File: src/rtl/alu_defs_pkg.sv
// Shared ALU definitions: data/opcode widths, supported opcodes and the
// responder FSM state encoding.
package alu_defs;

    localparam int NB_DATA = 8;
    localparam int NB_OP   = 6;

    localparam logic [5:0] OP_ADD = 6'h20;
    localparam logic [5:0] OP_SUB = 6'h22;
    localparam logic [5:0] OP_AND = 6'h24;
    localparam logic [5:0] OP_OR  = 6'h25;
    localparam logic [5:0] OP_XOR = 6'h26;
    localparam logic [5:0] OP_NOR = 6'h27;
    localparam logic [5:0] OP_SRA = 6'h03;
    localparam logic [5:0] OP_SRL = 6'h02;

    typedef enum logic [2:0] {
        ST_WAIT_A  = 3'd0,
        ST_WAIT_B  = 3'd1,
        ST_WAIT_OP = 3'd2,
        ST_COMPUTE = 3'd3,
        ST_SEND    = 3'd4,
        ST_WAIT_TX = 3'd5
    } state_e;

endpackage

File: src/rtl/alu_uart_interface.sv
// Frame responder between the UART and an external ALU: collects A, B, OP,
// presents the operands, then hands the registered result to uart_tx.
module alu_uart_interface #(
    parameter int NB_DATA       = alu_defs::NB_DATA,
    parameter int NB_OP         = alu_defs::NB_OP,
    parameter int TIMEOUT_TICKS = 1_000_000
) (
    input  logic               i_clk,
    input  logic               i_reset,
    input  logic [NB_DATA-1:0] i_rx_data,
    input  logic               i_rx_done,
    output logic [NB_DATA-1:0] o_alu_a,
    output logic [NB_DATA-1:0] o_alu_b,
    output logic [NB_OP-1:0]   o_alu_op,
    input  logic [NB_DATA-1:0] i_alu_result,
    output logic [NB_DATA-1:0] o_tx_data,
    output logic               o_tx_start,
    input  logic               i_tx_done,
    output logic               o_busy,
    output logic               o_op_error,
    output logic               o_overrun
);

    import alu_defs::*;

    localparam int               CNT_W      = (TIMEOUT_TICKS > 1) ? $clog2(TIMEOUT_TICKS) : 1;
    localparam bit               TIMEOUT_EN = (TIMEOUT_TICKS != 0);
    localparam logic [CNT_W-1:0] CNT_LAST   = CNT_W'(TIMEOUT_TICKS - 1);

    state_e               state_q, state_d;
    logic [NB_DATA-1:0]   alu_a_q, alu_a_d;
    logic [NB_DATA-1:0]   alu_b_q, alu_b_d;
    logic [NB_OP-1:0]     alu_op_q, alu_op_d;
    logic [NB_DATA-1:0]   tx_data_q, tx_data_d;
    logic [CNT_W-1:0]     cnt_q, cnt_d;
    logic                 op_error_q, op_error_d;
    logic                 overrun_q, overrun_d;
    logic                 collecting;
    logic                 timeout_hit;
    logic                 op_ok;
    logic [NB_OP-1:0]     rx_op;

    function automatic logic op_valid(input logic [NB_OP-1:0] op);
        logic ok;
        ok = 1'b0;
        if (op == NB_OP'(OP_ADD) || op == NB_OP'(OP_SUB) ||
            op == NB_OP'(OP_AND) || op == NB_OP'(OP_OR)  ||
            op == NB_OP'(OP_XOR) || op == NB_OP'(OP_NOR) ||
            op == NB_OP'(OP_SRA) || op == NB_OP'(OP_SRL))
            ok = 1'b1;
        return ok;
    endfunction

    assign rx_op       = i_rx_data[NB_OP-1:0];
    assign op_ok       = op_valid(rx_op);
    assign collecting  = (state_q == ST_WAIT_B) || (state_q == ST_WAIT_OP);
    // An incoming byte always wins over an expiring timeout in the same cycle.
    assign timeout_hit = TIMEOUT_EN && collecting && !i_rx_done && (cnt_q == CNT_LAST);

    always_ff @(posedge i_clk or negedge i_reset) begin
        if (!i_reset) begin
            state_q    <= ST_WAIT_A;
            alu_a_q    <= '0;
            alu_b_q    <= '0;
            alu_op_q   <= '0;
            tx_data_q  <= '0;
            cnt_q      <= '0;
            op_error_q <= 1'b0;
            overrun_q  <= 1'b0;
        end else begin
            state_q    <= state_d;
            alu_a_q    <= alu_a_d;
            alu_b_q    <= alu_b_d;
            alu_op_q   <= alu_op_d;
            tx_data_q  <= tx_data_d;
            cnt_q      <= cnt_d;
            op_error_q <= op_error_d;
            overrun_q  <= overrun_d;
        end
    end

    always_comb begin
        state_d = state_q;
        case (state_q)
            ST_WAIT_A: begin
                if (i_rx_done) state_d = ST_WAIT_B;
            end
            ST_WAIT_B: begin
                if (i_rx_done)        state_d = ST_WAIT_OP;
                else if (timeout_hit) state_d = ST_WAIT_A;
            end
            ST_WAIT_OP: begin
                if (i_rx_done)        state_d = op_ok ? ST_COMPUTE : ST_WAIT_A;
                else if (timeout_hit) state_d = ST_WAIT_A;
            end
            ST_COMPUTE: state_d = ST_SEND;
            ST_SEND:    state_d = ST_WAIT_TX;
            ST_WAIT_TX: begin
                if (i_tx_done) state_d = ST_WAIT_A;
            end
            default:    state_d = ST_WAIT_A;
        endcase
    end

    // Operand/result capture, error pulses and the inter-byte counter.
    always_comb begin
        alu_a_d    = alu_a_q;
        alu_b_d    = alu_b_q;
        alu_op_d   = alu_op_q;
        tx_data_d  = tx_data_q;
        cnt_d      = '0;
        op_error_d = 1'b0;
        overrun_d  = 1'b0;
        case (state_q)
            ST_WAIT_A: begin
                if (i_rx_done) alu_a_d = i_rx_data;
            end
            ST_WAIT_B: begin
                if (i_rx_done)
                    alu_b_d = i_rx_data;
                else if (TIMEOUT_EN && !timeout_hit)
                    cnt_d = cnt_q + 1'b1;
            end
            ST_WAIT_OP: begin
                if (i_rx_done) begin
                    if (op_ok) alu_op_d   = rx_op;
                    else       op_error_d = 1'b1;
                end else if (TIMEOUT_EN && !timeout_hit) begin
                    cnt_d = cnt_q + 1'b1;
                end
            end
            ST_COMPUTE: begin
                tx_data_d = i_alu_result;
                overrun_d = i_rx_done;
            end
            ST_SEND:    overrun_d = i_rx_done;
            ST_WAIT_TX: overrun_d = i_rx_done;
            default:    ;
        endcase
    end

    always_comb begin
        o_busy     = (state_q != ST_WAIT_A);
        o_tx_start = (state_q == ST_SEND);
        o_alu_a    = alu_a_q;
        o_alu_b    = alu_b_q;
        o_alu_op   = alu_op_q;
        o_tx_data  = tx_data_q;
        o_op_error = op_error_q;
        o_overrun  = overrun_q;
    end

endmodule

File: config.mk
export PLATFORM = sky130hd
export DESIGN_NAME = alu_uart_interface
export DESIGN_NICKNAME = d
export VERILOG_FILES = /design/src/rtl/alu_defs_pkg.sv /design/src/rtl/alu_uart_interface.sv
export SDC_FILE = /design/constraint.sdc
export NUM_CORES = 1
export LEC_CHECK = 0
export BUFFER_PORTS_ARGS = -buffer_cell sky130_fd_sc_hd__buf_4
export CORE_ASPECT_RATIO = 1.4
export CORE_UTILIZATION = 49
export DETAILED_ROUTE_END_ITERATION = 7
export PLACE_DENSITY = 0.76
export SLEW_MARGIN = 20
export SYNTH_ARGS = -nofsm -noshare
export SYNTH_HDL_FRONTEND = slang
export SYNTH_SLANG_ARGS = --single-unit
File: constraint.sdc
create_clock -name i_clk -period 1.4 [get_ports i_clk]
set_input_delay 0.07 -clock i_clk [delete_from_list [all_inputs] [get_ports i_clk]]
set_output_delay 0.07 -clock i_clk [all_outputs]
set_load 0.01 [all_outputs]
==> impl_results.md, run 1 <==
- GPL Wtd Cong: 0.830
- Ys async rst share: 100%
- FF-to-FF Start: cnt_q[13]
- CTS tree: yes
- Seq cells post-synth: 55
- First-pass GRT wire length: 10800 um
- Setup TNS: -2.57 ns
- Status: complete, but fails checks
- Share of post-route cells with drive strength above 1: 52.0%
- Synth cell types: 40
- Hold Crit Start: i_rx_data[1]
- Total power: 6.64 mW
- Fmax: 652 MHz
- Ys Warns: 0
- Pre-CTS setup slack: -0.127 ns
- Post-DP HPWL: 4280 um
- Die W: 63.0 um
- Drt total wl: 7630 um
- CTS buffer count: 5
- Initial antenna violation count: 0
- Main combinational cell family by area after synthesis: simple AND/OR/NAND/NOR gates
- Row count: 30
- Clk slew on worst S/H paths: 0.11 ns
- Starting density of the core: 51.9%
- Sequential share of power: 36.7%
- FF/Latch Area: 1380 um^2
- Synthesized net count: 227
- Pins Over Slew Limit: 0
- P_leak: 1.78 nW
- Yosys top cell by area: dfrtp_1
- Root buffer cell: clkbuf_8
- Simple-gate share of the synthesized area: 21.3%
- Final worst slack: -0.134 ns
- Synthesized-area fraction occupied by adder cells: 0.491%
- Vias per Instance: 5.51
- Die Y: 87.4 um
- Post-Syn Instances: 206
- Startpoint Class: flip-flop
- CP arrival: 1.76 ns
- Final worst-path cycle share: 110%
- Internal power: 4.37 mW
- NetSw: 2.27 mW
- Die Footprint: 5500 um^2
- Slew @ Worst Pin: 0.394 ns
- CP Class: reg -> reg
- Pre-antenna DRT Iters: 6
- Max Fanout on Critical Path: 4
- Clock share of power: 13.4%
- Number of flops mapped to enable cells by yosys: 0
- Diode count: 0
- Commonest cells in the netlist: dfrtp_1, mux2_2, nor2_1
- Endpoint class of the critical path: flip-flop
- Post-route ant nets: 0
- Placed cells: 356
- Switching Fraction: 34.2%
- IO buf count: 53
- Fillers: 277
- Slew headroom: 73.7%
- XOR/XNOR Fraction of Synth Area: 5.50%
- Final hold vios: 0
- WL/cell: 19.8 um
- Multi-input gate area: 1320 um^2
- Non-filler cells, final: 385
- CORE AREA: 4920 um^2
- Final setup vio count: 32
- Synthesized area per cell: 12.4 um^2
- Hold Crit Class: in -> reg
- Vias in the first global route: 2322
- Post-synthesis compound-gate area fraction: 4.07%
- # clock sinks: 55
- Mux cell area share after synthesis: 12.4%
- Synth-to-Final Area Change: 50.4%
- Finished Cell Area: 3830 um^2
- PD cells: 1730 nW/um^2
- H-tree depth: 2
- Synth top area share: 54.0%
- Count leader, synth: dfrtp_1
- Gate power share: 49.9%
- DRC: 0
- Nets: 341
- RSZ-0062 raised after global routing: true
- Worst setup path startpoint: cnt_q[13]
- Ys flop type: dfrtp_1
- 1st-iter DRT viols: 89
- I/O pin cnt: 54
- Clock latency on the worst-skew pair: 0.32 ns
- Critical path required time: 1.62 ns
- Mapped Area: 2550 um^2
- CTS max path bufs: 2
- Overflow after GRT: 0
- Final Skew: 0.0107 ns
- Vias: 2122
- Global Route Usage Sum: 25.8%
- Placed Area: 3320 um^2
- Max Cap Viol: 0
- Violated checks: negative setup slack
- Max IR drop VDD: 0.00137 V
- Sequential share of the synthesized area: 54.0%
- Synth area leaders: dfrtp_1, mux2_2, xnor2_1, nor2_1, nor3_1
- Largest net degree at the start of global routing: 30
- Min Tclk post-route: 1.53 ns
[power by group through the flow]
| stage | logic [mW] | clock network (mW) | registers (mW) |
|---|---|---|---|
| final | 3.32 | 0.887 | 2.44 |
| after global routing | 3.49 | 0.950 | 2.47 |
| after CTS | 2.85 | 0.879 | 2.35 |
| after detailed placement | 2.62 | 0 | 2.37 |
| after global placement | 2.55 | 0 | 2.35 |
| after floorplan | 1.10 | 0 | 2.55 |
[routing by layer]
layer / track usage (%) / vias to the layer above / part of all wire (%)
met5: 0 / - / 0
met4: 11.2 / 0 / 1.8
met3: 4.06 / 14 / 3.1
met2: 50.5 / 54 / 58
met1: 26.6 / 1099 / 37
li1: - / 955 / -
[through the flow]
step / hold slack, ns / util, %
6_report: 0.00744 / 78.0
5_1_grt: 0.0171 / 78.0
4_1_cts: 0.0116 / 74.0
3_5_place_dp: 0.0163 / 67.5
3_3_place_gp: 0.00975 / 67.5
2_1_floorplan: -0.226 / -
[cell type report]
class	instances	share of cell area, %
inverter	7	0.685
clock inverter	2	0.326
tap	64	2.09
sequential	55	36.0
multi-input combinational	140	34.5
timing repair buffer	111	24.6
clock buffer	6	1.89
[cell usage in the layout, fill, tap and decap left out, drive strengths merged, types with 7 or more instances in the layout]
master       netlist  layout
mux2              28      28
dfrtp             55      55
nand4              8       8
nor3              11      11
buf                4      99
dlygate4sd3        0      12
inv                7       7
nor2              28      28
xnor2             14      14
[worst paths after layout]
check / end / cells after the start / slack, ns
max in group asynchronous: o_op_error / 3 / 0.69
max reg2reg: cnt_q[17] / 6 / -0.13
min reg2reg: o_alu_op[4] / 1 / 0.53
max: cnt_q[17] / 6 / -0.13
min: o_alu_a[1] / 2 / 0.007
min in group asynchronous: cnt_q[2] / 2 / 0.21
[critical path, stage by stage, from the launching register on]
cell     delay [ns]
dfrtp_1        0.40
buf_6          0.13
nand4_1        0.14
buf_4          0.18
nor4_4         0.27
nor2_1         0.09
nor3_1         0.23
[repair_timing]
item                                    CTS  global route
gates resized for setup                  21            38
endpoints found under the setup margin   34            50
cloned                                    0             1
hold buffers                             12             0
endpoints found under the hold margin    38             0
pin swaps                                16            15
setup buffers                             4             4
[registers in the layout, summed over array words and instances, names as in the netlist]
signal	flops
o_tx_data	8
cnt_q	20
state_q	3
o_op_error	1
o_alu_a	8
o_alu_b	8
o_alu_op	6
o_overrun	1
[kinds of logic after synthesis]
group,Yosys count
compound gates,13
mux,28
flops,55
buf+inv,11
xor+xnor,16
fa+ha+maj,1
simple gates,82
(Power assumes the default switching activity.)
==> run 2, diff against run 1 <==
--- a/config.mk
+++ b/config.mk
@@ -5,11 +5,12 @@
 export SDC_FILE = /design/constraint.sdc
 export NUM_CORES = 1
 export LEC_CHECK = 0
-export BUFFER_PORTS_ARGS = -buffer_cell sky130_fd_sc_hd__buf_4
 export CORE_ASPECT_RATIO = 1.4
-export CORE_UTILIZATION = 49
+export CORE_UTILIZATION = 59
+export CTS_BUF_LIST = sky130_fd_sc_hd__clkbuf_8
 export DETAILED_ROUTE_END_ITERATION = 7
-export PLACE_DENSITY = 0.76
+export DONT_BUFFER_PORTS = 1
+export PLACE_DENSITY = 0.78
 export SLEW_MARGIN = 20
 export SYNTH_ARGS = -nofsm -noshare
 export SYNTH_HDL_FRONTEND = slang
==> constraint.sdc (replaced) <==
create_clock -name i_clk -period 1.4 [get_ports i_clk]
set_input_delay 0.07 -clock i_clk [delete_from_list [all_inputs] [get_ports i_clk]]
set_output_delay 0.07 -clock i_clk [all_outputs]
set_load 0.1 [all_outputs]
==> run 2 against run 1 <==
  * The run now fails in 5_1_grt
  * Synthesized cell count is the same
  * Area after synthesis is the same
==> impl_results.md, run 2 <==
- Placed cells: 307
- Yosys top cell by area: dfrtp_1
- Die Y: 79.8 um
- Commonest cells in the netlist: dfrtp_1, mux2_2, nor2_1
- Seq cells post-synth: 55
- Count leader, synth: dfrtp_1
- CTS buffer count: 5
- Synth area leaders: dfrtp_1, mux2_2, xnor2_1, nor2_1, nor3_1
- # clock sinks: 55
- CTS max path bufs: 2
- Ys flop type: dfrtp_1
- Post-DP HPWL: 4580 um
- Status: aborted with a tool error
- I/O pin cnt: 54
- Ys async rst share: 100%
- Mapped Area: 2550 um^2
- Synth top area share: 54.0%
- Root buffer cell: clkbuf_8
- Ys Warns: 0
- H-tree depth: 2
- Err: [ERROR DPL-0033] detailed placement checks failed during check placement.
- Main combinational cell family by area after synthesis: simple AND/OR/NAND/NOR gates
- Synth cell types: 40
- Initial antenna violation count: 0
- Post-Syn Instances: 206
- Pre-CTS setup slack: -0.167 ns
- Synthesized area per cell: 12.4 um^2
- Starting density of the core: 63.4%
- Largest net degree at the start of global routing: 56
- Post-synthesis compound-gate area fraction: 4.07%
- Halt point of the flow: 5_1_grt
- Number of flops mapped to enable cells by yosys: 0
- Die W: 57.6 um
- Simple-gate share of the synthesized area: 21.3%
- Synthesized net count: 227
- WEP type: primary output
- Mux cell area share after synthesis: 12.4%
- IO buf count: 0
- Worst-path endpoint after global-route repair_timing: o_busy
- Synthesized-area fraction occupied by adder cells: 0.491%
- GPL Wtd Cong: 0.872
- XOR/XNOR Fraction of Synth Area: 5.50%
- Sequential share of the synthesized area: 54.0%
- Row count: 27
[run 2: cell counts after synthesis]
No cell type changed its count.
[run 2: kinds of logic after synthesis]
group | Yosys count
flip-flops | 55
buffers and inverters | 11
adder cells (fa/ha/maj) | 1
XOR/XNOR | 16
AND/OR/NAND/NOR | 82
multiplexers | 28
AO/OA/AOI/OAI | 13
[run 2: stage by stage]
step / instance area [um^2] / utilization, % / hold slack [ns]
global placement: 3120 / 77.6 / -0.224
CTS: 3720 / 92.7 / 0.00415
floorplan: 2570 / - / -0.226
detailed placement: 3120 / 77.6 / -0.224
[run 2: what timing repair did]
| item | 4_1_cts |
|---|---|
| resized for setup | 51 |
| endpoints found under the setup margin | 53 |
| hold buffers | 20 |
| pin swaps | 6 |
| setup buffers | 10 |
| hold endpoints to repair | 86 |
| cloned | 1 |
==> run 3, diff against run 2 <==
--- a/config.mk
+++ b/config.mk
@@ -5,12 +5,10 @@
 export SDC_FILE = /design/constraint.sdc
 export NUM_CORES = 1
 export LEC_CHECK = 0
-export CORE_ASPECT_RATIO = 1.4
-export CORE_UTILIZATION = 59
-export CTS_BUF_LIST = sky130_fd_sc_hd__clkbuf_8
+export CORE_UTILIZATION = 40
 export DETAILED_ROUTE_END_ITERATION = 7
 export DONT_BUFFER_PORTS = 1
-export PLACE_DENSITY = 0.78
+export PLACE_DENSITY_LB_ADDON = 0.15
 export SLEW_MARGIN = 20
 export SYNTH_ARGS = -nofsm -noshare
 export SYNTH_HDL_FRONTEND = slang
==> constraint.sdc (replaced) <==
create_clock -name i_clk -period 1.8 [get_ports i_clk]
set_input_delay 0.09 -clock i_clk [delete_from_list [all_inputs] [get_ports i_clk]]
set_output_delay 0.09 -clock i_clk [all_outputs]
set_load 0.1 [all_outputs]
==> run 3 against run 2 <==
  * The flow now finishes without violations
==> impl_results.md, run 3 (synthesized netlist as in run 1, its figures left out) <==
- I/O pin cnt: 54
- Die W: 81.8 um
- H-tree depth: 2
- Slew headroom: 67.9%
- Row count: 28
- Reg2reg setup slack: 0.18 ns
- GPL Wtd Cong: 0.738
- CP Class: reg -> out
- Die Y: 81.8 um
- Critical path required time: 1.71 ns
- Die Footprint: 6700 um^2
- Vias: 1775
- Overflow after GRT: 0
- Min Tclk post-route: 1.69 ns
- Max FFs per register: 20
- Final Skew: 0.00995 ns
- CTS max path bufs: 2
- Pre-antenna DRT Iters: 4
- Setup TNS: 0 ns
- DRC: 0
- Post-DP HPWL: 3520 um
- Placed Area: 2920 um^2
- Hold Crit Start: i_rx_data[3]
- CP arrival: 1.60 ns
- Slew @ Worst Pin: 0.481 ns
- Commonest non-fill, non-tap cell in the layout: dfrtp_1
- First-pass GRT wire length: 8440 um
- IO buf count: 0
- 1st-iter DRT viols: 126
- Largest net degree at the start of global routing: 56
- Final hold vios: 0
- Synth-to-Final Area Change: 27.1%
- Endpoint class of the critical path: primary output
- Final worst-path cycle share: 94.1%
- Worst Hold Endpoint: o_op_error
- Fillers: 513
- Final worst slack: 0.107 ns
- WL/cell: 14.6 um
- Util after Layout: 53.8%
- # clock sinks: 55
- Clock latency on the worst-skew pair: 0.31 ns
- Diode count: 0
- CORE AREA: 6030 um^2
- Hold Path Stages: 2
- Most frequent cells in the layout: dfrtp_1, buf_4, nor2_1, mux2_2, dlygate4sd3_1
- Clk slew on worst S/H paths: 0.10 ns
- Hold Crit Class: in -> reg
- CTS buffer count: 5
- Pre-CTS setup slack: 0.183 ns
- Post-route ant nets: 0
- RSZ-0062 raised after global routing: false
- Finished Cell Area: 3240 um^2
- Drt total wl: 5050 um
- Root buffer cell: clkbuf_8
- Initial antenna violation count: 0
- Reg2reg end: cnt_q[18]
- Max Fanout on Critical Path: 6
- Worst reg2reg path depth: 5
- Starting density of the core: 42.3%
- FF-to-FF Start: cnt_q[0]
- Nets: 290
- Vias in the first global route: 1839
- Fmax: 591 MHz
- Max Cap Viol: 0
- Status: finished, final reports clean
- Reg with most FFs: cnt_q
- Pins Over Slew Limit: 0
- CTS tree: yes
- Share of post-route cells with drive strength above 1: 34.4%
- Global Route Usage Sum: 16.5%
- Final setup vio count: 0
- Vias per Instance: 5.14
- Startpoint Class: flip-flop
run 3: routing by layer:
layer	GRT usage [%]	routed length [um]	up-vias
met5	0	0	-
met4	6.14	74	0
met3	3.89	234	8
met2	27.3	2500	54
met1	20.9	2240	859
li1	-	-	854
run 3: stage by stage:
step           instances  hold slack (ns)
2_1_floorplan        206           -0.206
3_3_place_gp         317           -0.204
3_5_place_dp         317           -0.204
4_1_cts              345          0.00460
5_1_grt              345          0.00787
6_report             345           0.0137
run 3: worst max-delay path by stage:
stage / depth (start not counted) / startpoint / slack [ns] / end
2_1_floorplan: 5 / cnt_q[0] / 0.33 / cnt_q[18]
3_3_place_gp: 5 / cnt_q[0] / 0.24 / cnt_q[18]
3_5_place_dp: 5 / cnt_q[0] / 0.18 / cnt_q[18]
4_1_cts: 3 / state_q[1] / 0.06 / o_busy
5_1_grt: 5 / cnt_q[0] / 0.02 / cnt_q[18]
6_report: 3 / state_q[1] / 0.11 / o_busy
run 3: repair_timing:
action / in CTS / in global routing
setup buffers: 0 / 0
hold endpoints to repair: 90 / 0
endpoints found under the setup margin: 0 / 1
hold buffers: 20 / 0
resized for setup: 0 / 1
run 3: layout make-up:
| cell class | count | area (um^2) | area share [%] |
|---|---|---|---|
| clock buffers | 6 | 82.6 | 2.55 |
| multi-input cells | 140 | 1130 | 34.8 |
| flip-flops and latches | 55 | 1380 | 42.5 |
| well taps | 75 | 93.8 | 2.89 |
| clock inverters | 2 | 16.3 | 0.502 |
| repair buffers | 60 | 518 | 16.0 |
| inverters | 7 | 26.3 | 0.810 |
run 3: worst max-delay path, cell delays in order (launching register included):
cell and delay (ns):
dfrtp_2 0.49, buf_4 0.19, or3_1 0.37, buf_4 0.24
Power of run 3 is left out: the tool's default activity adds up to more than one toggle a clock period on the data nets, which glitch-free logic cannot reach.
